## config.mk

```make
export PLATFORM = sky130hd
export DESIGN_NAME = hamming_encoder_pipe_flat
export DESIGN_NICKNAME = d
export VERILOG_FILES = /design/src/rtl/hamming_pkg.sv /design/src/rtl/hamming_encoder_pipe_if.sv /design/src/rtl/hamming_encoder_core.sv /design/src/rtl/hamming_encoder_pipe.sv /design/src/flat_wrapper.sv
export SDC_FILE = /design/constraint.sdc
export NUM_CORES = 1
export LEC_CHECK = 0
export BUFFER_PORTS_ARGS = -buffer_cell sky130_fd_sc_hd__buf_4
export CELL_PAD_IN_SITES_DETAIL_PLACEMENT = 0
export CELL_PAD_IN_SITES_GLOBAL_PLACEMENT = 1
export CORE_ASPECT_RATIO = 0.8
export CORE_MARGIN = 1.5
export CORE_UTILIZATION = 35
export CTS_CLUSTER_SIZE = 16
export DETAILED_ROUTE_END_ITERATION = 8
export GPL_TIMING_DRIVEN = 0
export PLACE_DENSITY = 0.72
export SYNTH_ARGS = -nofsm -noshare
export SYNTH_HDL_FRONTEND = slang
export SYNTH_SLANG_ARGS = --single-unit
```

## constraint.sdc

```tcl
create_clock -name i_clk -period 3.7 [get_ports i_clk]
set_input_delay 0.37 -clock i_clk [delete_from_list [all_inputs] [get_ports i_clk]]
set_output_delay 0.37 -clock i_clk [all_outputs]
set_load 0.02 [all_outputs]
```

## src/rtl/hamming_pkg.sv

```systemverilog
// Shared SECDED Hamming helpers: width derivations, output-stage state type and
// the data-bit to codeword-index mapping.
package hamming_pkg;

    typedef enum logic [1:0] {
        EMPTY = 2'd0,
        ONE   = 2'd1,
        FULL  = 2'd2
    } hstate_e;

    function automatic int parity_width(input int dw);
        return $clog2(dw) + 1;
    endfunction

    function automatic int enc_width(input int dw);
        return dw + parity_width(dw);
    endfunction

    // Data bit i lands on the i-th non-power-of-2 Hamming position (index = position-1).
    function automatic int data_idx(input int i);
        int n;
        int res;
        n   = 0;
        res = 0;
        for (int pos = 3; pos < 256; pos++) begin
            if ((pos & (pos - 1)) != 0) begin
                if (n == i) res = pos - 1;
                n++;
            end
        end
        return res;
    endfunction

endpackage

```

## src/rtl/hamming_encoder_pipe_if.sv

```systemverilog
// Valid/ready stream bundle around the encoder: raw words in, codewords out.
interface hamming_encoder_pipe_if #(
    parameter int DATA_WIDTH = 8,
    parameter int ENC_WIDTH  = hamming_pkg::enc_width(DATA_WIDTH)
);
    logic                  i_valid;
    logic                  o_ready;
    logic [DATA_WIDTH-1:0] i_data;
    logic                  o_valid;
    logic                  i_ready;
    logic [ENC_WIDTH:0]    o_enc_data;

    modport slave (
        input  i_valid, i_data, i_ready,
        output o_ready, o_valid, o_enc_data
    );

    modport master (
        output i_valid, i_data, i_ready,
        input  o_ready, o_valid, o_enc_data
    );
endinterface

```

## src/rtl/hamming_encoder_core.sv

```systemverilog
// Combinational SECDED encoder: data word -> {overall parity, Hamming codeword}.
module hamming_encoder_core
    import hamming_pkg::*;
#(
    parameter  int DATA_WIDTH   = 8,
    localparam int PARITY_WIDTH = parity_width(DATA_WIDTH),
    localparam int ENC_WIDTH    = enc_width(DATA_WIDTH)
) (
    input  logic [DATA_WIDTH-1:0] data_i,
    output logic [ENC_WIDTH:0]    cw_o
);

    function automatic logic [ENC_WIDTH-1:0] cover_mask(input int k);
        logic [ENC_WIDTH-1:0] m;
        m = '0;
        for (int n = 0; n < ENC_WIDTH; n++) m[n] = (((n + 1) >> k) & 1) != 0;
        return m;
    endfunction

    logic [ENC_WIDTH-1:0]    raw;
    logic [ENC_WIDTH-1:0]    hc;
    logic [PARITY_WIDTH-1:0] chk;

    for (genvar i = 0; i < DATA_WIDTH; i++) begin : g_dat
        localparam int IDX = data_idx(i);
        assign raw[IDX] = data_i[i];
    end

    // Check slots are zero in raw, so each mask can safely include its own slot.
    for (genvar k = 0; k < PARITY_WIDTH; k++) begin : g_chk
        localparam logic [ENC_WIDTH-1:0] MASK = cover_mask(k);
        assign raw[(1 << k) - 1] = 1'b0;
        assign chk[k]            = ^(raw & MASK);
    end

    always_comb begin
        hc = raw;
        for (int k = 0; k < PARITY_WIDTH; k++) hc[(1 << k) - 1] = chk[k];
    end

    assign cw_o = {^hc, hc};

endmodule

```

## src/rtl/hamming_encoder_pipe.sv

```systemverilog
// Registered SECDED encoder with a 2-entry skid output stage.
// Optional error injection on the stored codeword: define HAMMING_ERR_INJECT_EN.
module hamming_encoder_pipe
    import hamming_pkg::*;
#(
    parameter  int DATA_WIDTH = 8,
    parameter  int CNT_WIDTH  = 16,
    localparam int ENC_WIDTH  = enc_width(DATA_WIDTH),
    localparam int POS_WIDTH  = $clog2(ENC_WIDTH + 1)
) (
    input  logic                 i_clk,
    input  logic                 i_rst,
    hamming_encoder_pipe_if.slave bus,
    output logic [CNT_WIDTH-1:0] o_word_cnt,
    input  logic [1:0]           i_inj_mode,
    input  logic [POS_WIDTH-1:0] i_inj_pos
);

    hstate_e              state_q;
    logic                 valid_q;
    logic                 ready_q;
    logic [ENC_WIDTH:0]   out_q;
    logic [ENC_WIDTH:0]   skid_q;
    logic [CNT_WIDTH-1:0] cnt_q;

    logic [ENC_WIDTH:0]   cw;
    logic [ENC_WIDTH:0]   flip;
    logic [ENC_WIDTH:0]   enc_d;
    logic                 push;
    logic                 pop;

    hamming_encoder_core #(.DATA_WIDTH(DATA_WIDTH)) u_core (
        .data_i (bus.i_data),
        .cw_o   (cw)
    );

`ifdef HAMMING_ERR_INJECT_EN
    localparam logic [POS_WIDTH-1:0] ENC_POS = POS_WIDTH'(ENC_WIDTH);
    logic [POS_WIDTH-1:0] pos_nxt;

    always_comb begin
        flip    = '0;
        pos_nxt = (i_inj_pos == ENC_POS) ? '0 : i_inj_pos + 1'b1;
        if (i_inj_pos <= ENC_POS) begin
            case (i_inj_mode)
                2'b01: flip[i_inj_pos] = 1'b1;
                2'b10: begin
                    flip[i_inj_pos] = 1'b1;
                    flip[pos_nxt]   = 1'b1;
                end
                2'b11: flip[ENC_WIDTH] = 1'b1;
                default: ;
            endcase
        end
    end
`else
    logic unused_inj;
    assign unused_inj = ^{i_inj_mode, i_inj_pos};
    assign flip       = '0;
`endif

    assign enc_d = cw ^ flip;
    assign push  = bus.i_valid & ready_q;
    assign pop   = valid_q & bus.i_ready;

    // Handshake flags are registered alongside the state so o_ready never
    // depends combinationally on the downstream i_ready.
    always_ff @(posedge i_clk) begin
        if (i_rst) begin
            state_q <= EMPTY;
            valid_q <= 1'b0;
            ready_q <= 1'b1;
            out_q   <= '0;
            skid_q  <= '0;
            cnt_q   <= '0;
        end else begin
            if (push) cnt_q <= cnt_q + 1'b1;
            case (state_q)
                EMPTY: begin
                    if (push) begin
                        out_q   <= enc_d;
                        valid_q <= 1'b1;
                        state_q <= ONE;
                    end
                end
                ONE: begin
                    if (push && pop) begin
                        out_q <= enc_d;
                    end else if (pop) begin
                        valid_q <= 1'b0;
                        state_q <= EMPTY;
                    end else if (push) begin
                        skid_q  <= enc_d;
                        ready_q <= 1'b0;
                        state_q <= FULL;
                    end
                end
                FULL: begin
                    if (pop) begin
                        out_q   <= skid_q;
                        ready_q <= 1'b1;
                        state_q <= ONE;
                    end
                end
                default: begin
                    valid_q <= 1'b0;
                    ready_q <= 1'b1;
                    state_q <= EMPTY;
                end
            endcase
        end
    end

    assign bus.o_valid    = valid_q;
    assign bus.o_ready    = ready_q;
    assign bus.o_enc_data = out_q;
    assign o_word_cnt     = cnt_q;

endmodule
```

## src/flat_wrapper.sv

```systemverilog
// flat-port wrapper written by rule: the top's interface ports become plain ports
module hamming_encoder_pipe_flat import hamming_pkg::*;
#(
    parameter  int DATA_WIDTH = 8,
    parameter  int CNT_WIDTH  = 16,
    localparam int ENC_WIDTH  = enc_width(DATA_WIDTH),
    localparam int POS_WIDTH  = $clog2(ENC_WIDTH + 1)
)
  (i_clk, i_rst, o_word_cnt, i_inj_mode, i_inj_pos, bus_i_valid, bus_i_data, bus_i_ready, bus_o_ready, bus_o_valid, bus_o_enc_data);
  hamming_encoder_pipe_if #(.DATA_WIDTH(DATA_WIDTH)) bus_i ();
  input  logic i_clk;
  input  logic i_rst;
  output logic [CNT_WIDTH-1:0] o_word_cnt;
  input  logic [1:0] i_inj_mode;
  input  logic [POS_WIDTH-1:0] i_inj_pos;
  input wire logic [$bits(bus_i.i_valid)-1:0] bus_i_valid;
  input wire logic [$bits(bus_i.i_data)-1:0] bus_i_data;
  input wire logic [$bits(bus_i.i_ready)-1:0] bus_i_ready;
  output wire logic [$bits(bus_i.o_ready)-1:0] bus_o_ready;
  output wire logic [$bits(bus_i.o_valid)-1:0] bus_o_valid;
  output wire logic [$bits(bus_i.o_enc_data)-1:0] bus_o_enc_data;
  assign bus_i.i_valid = bus_i_valid;
  assign bus_i.i_data = bus_i_data;
  assign bus_i.i_ready = bus_i_ready;
  assign bus_o_ready = bus_i.o_ready;
  assign bus_o_valid = bus_i.o_valid;
  assign bus_o_enc_data = bus_i.o_enc_data;
  hamming_encoder_pipe #(.DATA_WIDTH(DATA_WIDTH), .CNT_WIDTH(CNT_WIDTH)) u_core (.i_clk(i_clk), .i_rst(i_rst), .bus(bus_i), .o_word_cnt(o_word_cnt), .i_inj_mode(i_inj_mode), .i_inj_pos(i_inj_pos));
endmodule
```

==> metrics.yaml <==
run_status:
  status: "complete, no violations"
pwr:
  swShare_pct: 30.7
  power_mw: 1.27
  switchingPower_uw: 390
  p_per_area_mw_per_mm2: 480
  cell_internal_pwr_uw: 878
  seq_power_share_pct: 45.4
  total_leakage_power_nw: 1.01
  clkPwrFrac_pct: 29.4
  vdd_drop_max_mv: 0.170
  pwr-share-comb_pct: 25.2
layout:
  diodes: 0
  regArea_um2: 921
  final_nets: 321
  final_cell_mix: "nand2_1 (54), dfxtp_1 (46), buf_4 (41), nor2_1 (24), a21oi_1 (22)"
  layout_commonest_cell: "nand2_1"
  area_delta_synth_final_pct: 23.8
  fin_cells: 384
  multi_input_area_mm2: 0.00111
  nFillCells: 628
  drive_above_1_share_pct: 19.1
global_routing:
  grt_pass1_vias: 1671
  grt.overflow.total: 0
  antenna_found_initial: 0
  grt_max_degree: 14
  grt_pass1_wl_um: 8620
  grt_util_all_layers_pct: 17.1
floorplanning:
  core_area_mm2: 0.00591
  die_h_um: 72.8
  start_util_pct: 36.1
  fp.dieW_um: 90.3
  io_pins: 49
  row_count: 25
  die_area_mm2: 0.00658
run:
  maxCapViolations: 0
synth:
  syn_area_mm2: 0.00213
  synth_nets: 274
  synthDistinctLibCells: 43
  synthCells: 255
  synth-warning-count: 0
  synth_sequential_area_ratio_pct: 43.2
  synth_top_cell_area_share_pct: 43.2
  synth_top_area_cell: "dfxtp_1"
  yosys_most_used_dff: "dfxtp_1"
  synth_edf_count: 0
  postSynthAreaPerCell_um2: 8.37
  synth_seq_cells: 46
  synth.area.top_cells: "dfxtp_1 (43%), nand2_1 (9.5%), a21oi_1 (5.2%)"
  synthArstFlopShare_pct: 0
sta:
  tns_ns: 0
  fin_crit_ns: 2.05
  hold_viol: 0
  whs_ns: 0.335
  fmax_mhz: 487
  drv_slew: 0
  tightest_slew_ns: 0.579
  slew_headroom_pct: 61.4
  rsz0062_at_grt: "false"
  fin_crit_sh_pct: 55.5
  skew_ns: 0.00855
  finalSetupViolations: 0
clocking:
  cts_made_buffers: 5
  clk_latency_ns: 0.31
  cts_tree: "built"
  clkSlewWorstSetupHoldPaths_ns: 0.09
  cts_resized: 0
  cts_max_level: 2
  cts_setup_buffers: 0
  holdBufCountCts: 0
  root_buffer: "clkbuf_8"
  cts_buffer_depth: 2
  numClockSinks: 46
routing:
  remaining_drc_errors: 0
  drt_iter0_markers: 67
  num_vias: 1893
  wirelength_um: 5150
  antenna_left: 0
  post_drt_via_cell_ratio: 4.93
  drt-pass1-iter-count: 4
  post_drt_wl_per_cell_um: 13.4
critical_path:
  path_max_fanout: 10
  cp_cell_sequence: "a21boi_1 -> o32ai_2 -> clkbuf_1 -> a311oi_1"
  arrival_ns: 2.22
  crit_type: "flop to flop"
  start_kind: "flop"
  crit_slowest_cell: "o32ai_2"
  crit_path_end_kind: "flop"
  crit_required_ns: 3.86
  max_stage_delay_ns: 0.58
place:
  port_buffers: 40
  dp.cells: 376
  routabilityCongestion: 0.759
  dpl.hpwl_um: 3650
worst_hold_path:
  hold_path_class: "primary input to flop"
stage by stage:
| stage | worst slack, ns | area (um2) | util, % |
|---|---|---|---|
| 5_1_grt | 1.39 | 2640 | 44.7 |
| 2_1_floorplan | 1.86 | 2130 | - |
| 3_5_place_dp | 1.61 | 2530 | 42.9 |
| 3_3_place_gp | 1.58 | 2530 | 42.9 |
| 4_1_cts | 1.60 | 2640 | 44.7 |
| 6_report | 1.65 | 2640 | 44.7 |
final cells by class:
cell class,count,area share (%)
clock buffer,7,2.89
buffer,14,3.08
inverter,6,0.853
tap,81,3.84
sequential,46,34.9
clock inverter,1,1.14
multi-input combinational,189,42.0
timing repair buffer,40,11.4
cells by family (layout without fill, tap and decap cells):
kind of cell	count (synthesis)	after routing	synth area share (%)
AO/OA/AOI/OAI	50	50	15.2
XOR/XNOR	22	22	11.0
flip-flops	46	46	43.2
multiplexers	1	1	0.528
adder cells (fa/ha/maj)	1	1	0.586
buffers and inverters	20	68	4.87
AND/OR/NAND/NOR	115	115	24.7
flip-flops by register name, summed over array words and instances (netlist names):
name,flops
u_core.o_word_cnt,16
u_core.bus.o_enc_data,13
u_core.skid_q,13
u_core.state_q,2
u_core.bus.o_ready,1
u_core.bus.o_valid,1
worst paths after layout:
| kind | to | from | depth (start not counted) | slack [ns] |
|---|---|---|---|---|
| hold reg to reg | u_core.skid_q[11] | u_core.skid_q[11] | 2 | 0.46 |
| setup reg to reg | u_core.bus.o_enc_data[5] | u_core.bus.o_valid | 4 | 1.65 |
| setup / recovery | u_core.bus.o_enc_data[5] | u_core.bus.o_valid | 4 | 1.65 |
| hold / removal | u_core.skid_q[9] | bus_i_data[5] | 3 | 0.33 |
critical path: cells and delay by family, from the launching register on:
kind            cells  cell delay [ns]
flops               1             0.46
compound gates      3             0.97
buf+inv             1             0.48
Yosys cell counts, types with 5 or more instances:
cell and instances:
o21ai_0 6, nor2_1 24, nand2_1 54, xor2_1 8
clkbuf_1 7, dfxtp_1 46, nor3_1 5, xnor2_1 11
a311oi_1 8, nand3_1 8, a21oi_1 22, inv_1 6
per-layer routing:
layer	share of wire (%)	wire (um)	global-route usage (%)	vias up
met2	41	2120	23.3	46
met3	5.3	275	3.85	7
met5	0	0	0	-
met1	52	2670	25.5	869
li1	-	-	-	971
met4	1.6	84	7.41	0
power groups by stage:
| stage | Sequential [mW] | Clock, mW | Combinational, mW |
|---|---|---|---|
| floorplan | 0.624 | 0 | 0.169 |
| global placement | 0.587 | 0 | 0.323 |
| detailed placement | 0.587 | 0 | 0.323 |
| CTS | 0.576 | 0.386 | 0.324 |
| global route | 0.582 | 0.412 | 0.357 |
| finish | 0.575 | 0.373 | 0.320 |
(Power assumes the default switching activity.)
